===== src/rtl/inst_ram_loader.sv =====
// Byte-stream loader that writes big-endian words into the instruction RAM and holds the CPU in
// reset until a load completes. Define LOADER_CHECKSUM_EN to add a trailing XOR checksum byte.
module inst_ram_loader #(
  parameter logic [31:0] BASE_ADDR = 32'h0000_0000,
  parameter int unsigned LEN_W     = 16,
  parameter int unsigned MAX_WORDS = 1024
) (
  input  logic             i_clk,
  input  logic             i_rst,
  input  logic             i_load_start,
  input  logic [LEN_W-1:0] i_load_len,
  input  logic             i_in_valid,
  input  logic [7:0]       i_in_data,
  output logic             o_in_ready,
  output logic             o_ram_we,
  output logic [31:0]      o_ram_addr,
  output logic [31:0]      o_ram_data,
  output logic             o_cpu_rst,
  output logic             o_load_done,
  output logic             o_load_err
);

  localparam logic [2:0] S_IDLE  = 3'd0;
  localparam logic [2:0] S_RECV  = 3'd1;
  localparam logic [2:0] S_WRITE = 3'd2;
  localparam logic [2:0] S_DONE  = 3'd3;
`ifdef LOADER_CHECKSUM_EN
  localparam logic [2:0] S_CHECK = 3'd4;
`endif

  logic [2:0]       r_state;
  logic [LEN_W-1:0] r_len;
  logic [LEN_W-1:0] r_word_cnt;
  logic [1:0]       r_byte_cnt;
  logic [23:0]      r_shift;
  logic [31:0]      r_ram_addr;
  logic [31:0]      r_ram_data;
  logic             r_cpu_rst;
`ifdef LOADER_CHECKSUM_EN
  logic [7:0]       r_xor;
  logic             r_err;
`endif

  logic             w_in_ready;
  logic             w_xfer;
  logic [LEN_W-1:0] w_len_clamped;
  logic [LEN_W-1:0] w_word_next;
  logic [31:0]      w_word_off;

`ifdef LOADER_CHECKSUM_EN
  assign w_in_ready = (r_state == S_RECV) || (r_state == S_CHECK);
`else
  assign w_in_ready = (r_state == S_RECV);
`endif
  assign w_xfer        = i_in_valid & w_in_ready;
  assign w_len_clamped = (32'(i_load_len) > MAX_WORDS) ? LEN_W'(MAX_WORDS) : i_load_len;
  assign w_word_next   = r_word_cnt + LEN_W'(1);
  // Byte offset of the current word; 32-bit add below wraps naturally.
  assign w_word_off    = 32'(r_word_cnt) << 2;

  always_ff @(posedge i_clk or posedge i_rst) begin
    if (i_rst) begin
      r_state    <= S_IDLE;
      r_len      <= '0;
      r_word_cnt <= '0;
      r_byte_cnt <= '0;
      r_shift    <= '0;
      r_ram_addr <= BASE_ADDR;
      r_ram_data <= '0;
      r_cpu_rst  <= 1'b1;
`ifdef LOADER_CHECKSUM_EN
      r_xor      <= '0;
      r_err      <= 1'b0;
`endif
    end else begin
      case (r_state)
        S_IDLE: begin
          if (i_load_start) begin
            r_len      <= w_len_clamped;
            r_word_cnt <= '0;
            r_byte_cnt <= '0;
            r_cpu_rst  <= 1'b1;
`ifdef LOADER_CHECKSUM_EN
            r_xor      <= '0;
            r_err      <= 1'b0;
            r_state    <= (w_len_clamped == '0) ? S_CHECK : S_RECV;
`else
            r_state    <= (w_len_clamped == '0) ? S_DONE : S_RECV;
`endif
          end
        end
        S_RECV: begin
          if (w_xfer) begin
            r_shift <= {r_shift[15:0], i_in_data};
`ifdef LOADER_CHECKSUM_EN
            r_xor   <= r_xor ^ i_in_data;
`endif
            if (r_byte_cnt == 2'd3) begin
              r_ram_data <= {r_shift, i_in_data};
              r_ram_addr <= BASE_ADDR + w_word_off;
              r_byte_cnt <= '0;
              r_state    <= S_WRITE;
            end else begin
              r_byte_cnt <= r_byte_cnt + 2'd1;
            end
          end
        end
        S_WRITE: begin
          r_word_cnt <= w_word_next;
          if (w_word_next == r_len) begin
`ifdef LOADER_CHECKSUM_EN
            r_state <= S_CHECK;
`else
            r_state <= S_DONE;
`endif
          end else begin
            r_state <= S_RECV;
          end
        end
`ifdef LOADER_CHECKSUM_EN
        S_CHECK: begin
          if (w_xfer) begin
            if (i_in_data != r_xor) r_err <= 1'b1;
            r_state <= S_DONE;
          end
        end
`endif
        S_DONE: begin
`ifdef LOADER_CHECKSUM_EN
          r_cpu_rst <= r_err;
`else
          r_cpu_rst <= 1'b0;
`endif
          r_state   <= S_IDLE;
        end
        default: r_state <= S_IDLE;
      endcase
    end
  end

  assign o_in_ready  = w_in_ready;
  assign o_ram_we    = (r_state == S_WRITE);
  assign o_ram_addr  = r_ram_addr;
  assign o_ram_data  = r_ram_data;
  assign o_cpu_rst   = r_cpu_rst;
  assign o_load_done = (r_state == S_DONE);
`ifdef LOADER_CHECKSUM_EN
  assign o_load_err  = r_err;
`else
  assign o_load_err  = 1'b0;
`endif

endmodule


===== config.mk =====
export PLATFORM = sky130hd
export DESIGN_NAME = inst_ram_loader
export DESIGN_NICKNAME = d
export VERILOG_FILES = /design/src/rtl/inst_ram_loader.sv
export SDC_FILE = /design/constraint.sdc
export NUM_CORES = 1
export LEC_CHECK = 0
export BUFFER_PORTS_ARGS = -buffer_cell sky130_fd_sc_hd__buf_2
export CORE_MARGIN = 4
export CORE_UTILIZATION = 52
export CTS_CLUSTER_SIZE = 40
export DETAILED_ROUTE_END_ITERATION = 12
export MAX_ROUTING_LAYER = met4
export PLACE_DENSITY = 0.83
export SLEW_MARGIN = 20
export SYNTH_ARGS = -nofsm -noshare
export SYNTH_HDL_FRONTEND = slang
export SYNTH_SLANG_ARGS = --single-unit

===== constraint.sdc =====
create_clock -name i_clk -period 10.3 [get_ports i_clk]
set_clock_uncertainty 0.05 [all_clocks]
set_input_delay 3.09 -clock i_clk [delete_from_list [all_inputs] [get_ports i_clk]]
set_output_delay 3.09 -clock i_clk [all_outputs]
set_load 0.005 [all_outputs]

==> results.yml <==
clock_tree:
  cts_hold_buf: 0
  cts_num_sinks: 109
  numCtsBuffers: 9
  clock_tree.buffer_depth: 2
  path_clk_slew_ns: 0.11
  ctsResizeCount: 0
  htree_levels: 3
  cts_root_buffer: "clkbuf_8"
  cts_tree: "done"
  clkLatencyLatePin_ns: 0.38
  cts_setup_buffers: 0
worst_setup_path:
  r2r-end: "r_len[4]"
  regToRegSetupSlack_ns: 7.86
  endpoint: "o_ram_we"
  path_class: "reg -> out"
  start_kind: "register"
  cp.required_ns: 7.16
  ff2ff_path_depth: 5
  cp-end-kind: "output port"
  worstPathMaxFanout: 21
  arrival_ns: 1.93
  reg2reg_from: "r_state[1]"
  crit_path_start: "r_state[1]"
power_and_ir_drop:
  seq_power_share: 0.521
  switching_share: 0.3017
  powerDensity_nw_per_um2: 218.1
  p_int_mw: 0.8471
  clkPwrFrac: 0.225
  p_sw_mw: 0.3661
  leakage_nw: 2.707
  ir_drop_uv: 142.0
  combPwrFrac: 0.254
cells_and_area:
  areaGrowthSynthToFinish_pct: 12.73
  n_antenna_cell: 0
  nets: 501
  drive_gt1_frac: 0.3908
synthesis:
  synth_area_sq_um: 4935
  yosysTopAreaCellShare: 0.5477
  synthTopCellsByCount: "dfrtp_1 (108), mux2_2 (72), nor2_1 (20), o21ai_0 (20)"
  yosysUniqueCellTypes: 56
  ys_warn_count: 0
  yosysTopAreaCell: "dfrtp_1"
  synth_seq_cells: 109
  async_flop_share: 1.000
  yosysSeqAreaShare: 0.5530
  syn-mean-instance-area_sq_um: 12.37
  synth-edff-count: 0
  yosysMostFrequentCell: "dfrtp_1"
  syn_inst: 399
  ys.flop_type: "dfrtp_1"
  synth_area_leaders: "dfrtp_1 (55%), mux2_2 (16%), buf_4 (2.7%)"
floorplan:
  start_util: 0.5341
  num_rows: 35
  die_h_microns: 105.4
  die-width_microns: 105.4
  core-area_sq_um: 9240
  die-area_sq_um: 11110
  num_io_pins: 97
global_route:
  grt_pass1_wl_microns: 16080
  gr-total-overflow: 0
  grt_max_degree: 62
  antenna_found_initial: 0
  grt_use_total: 0.1864
  first_global_vias: 3244
worst_hold_path:
  hp-class: "reg -> reg"
route:
  drtIter0Drc: 232
  drc_errors: 0
  ant_nets: 0
  dr.pass1.iters: 4
  wire_per_inst_microns: 16.04
  via_per_inst: 5.377
  totalWireLength_microns: 9704
  vias: 3253
timing:
  worst_pin_slew_ns: 1.104
  finalCritPeriodShare: 0.4919
  rsz0062_at_grt: "false"
  max_freq_mhz: 197.4
  worst_slack_ns: 5.233
  slew_viol_final: 0
  final-setup-viol-count: 0
  slew_headroom: 0.2619
  hold_viol: 0
  layout_min_cycle_time_ns: 5.067
  tns_ns: 0
placement:
  io_buffers: 79
  routabilityCongestion: 0.8308
  dpl.hpwl_microns: 6941
  pre_cts_ws_ns: 5.474
run_status:
  status: "finished, final reports clean"
job:
  drv_cap: 0
-- layer usage --
layer  track usage  wire, microns
met2        0.2969           4816
met4       0.06467            155
met1        0.2405           4256
met5             -              0
met3       0.03613            475
-- placed cells by master, fill, tap and decap left out, types with 9 or more instances in the layout --
cell	netlist	routed
a22o_1	10	10
buf_2	10	79
clkbuf_8	0	9
conb_1	1	17
dfrtp_1	108	108
mux2_2	72	72
nand2_1	18	18
nand3_1	13	12
nor2_1	20	20
o21ai_0	20	20
xnor2_1	12	12
-- metrics by stage --
| stage | total power [mW] | util | hold WS (ns) | cell area, sq um | std cells |
|---|---|---|---|---|---|
| finish | 1.213 | 0.6020 | 0.4457 | 5563 | 605 |
| global route | 1.286 | 0.6020 | 0.4686 | 5563 | 605 |
| CTS | 1.227 | 0.6020 | 0.4489 | 5563 | 605 |
| detailed placement | 0.9558 | 0.5787 | 0.4329 | 5348 | 589 |
| global placement | 0.9308 | 0.5783 | 0.4237 | 5344 | 589 |
| floorplan | 0.8207 | - | 0.4119 | 4995 | 415 |
-- critical path, cell delays in order (launching register included) --
cell and delay [ns]:
dfrtp_1 0.44, nand2b_1 0.59, inv_2 0.30, buf_2 0.21
-- cells by family after synthesis --
logic type | count (synthesis) | synth area share
multiplexers | 74 | 0.1684
adder cells (fa/ha/maj) | 3 | 0.007099
buffers and inverters | 45 | 0.05350
XOR/XNOR | 20 | 0.03550
AO/OA/AOI/OAI | 58 | 0.08063
AND/OR/NAND/NOR | 89 | 0.1012
other | 1 | 0.0007599
flip-flops | 109 | 0.5530
-- power groups by stage --
stage          combinational (mW)  clock (mW)  sequential (mW)
2_1_floorplan               0.195           0            0.625
3_3_place_gp                0.299           0            0.632
3_5_place_dp                0.313           0            0.642
4_1_cts                     0.315       0.279            0.633
5_1_grt                     0.342       0.296            0.649
6_report                    0.308       0.273            0.632
-- flip-flops by register name, indices dropped and copies added, names as in the netlist --
signal and flops:
r_state 2, r_shift 24, o_ram_data 32, o_cpu_rst 1
o_ram_addr 16, r_byte_cnt 2, r_word_cnt 16, r_len 16
-- area by class of cell --
cell class                      instances  area [sq um]
Fill cell                             713          3677
Inverter                                9         36.28
Clock buffer                            9         123.9
Tap cell                              129         161.4
Sequential cell                       109          2729
Multi-Input combinational cell        261          2011
Clock inverter                          7         91.34
Timing Repair Buffer                   81         410.4
-- worst min-delay path by stage --
stage / from / endpoint / cells past startpoint
floorplan: r_byte_cnt[0] / r_byte_cnt[0] / 1
global placement: o_cpu_rst / o_cpu_rst / 2
detailed placement: o_cpu_rst / o_cpu_rst / 2
CTS: o_cpu_rst / o_cpu_rst / 2
global route: o_ram_data[16] / o_ram_data[16] / 1
finish: o_cpu_rst / o_cpu_rst / 2
No activity file was read; power rests on OpenSTA's default activity.
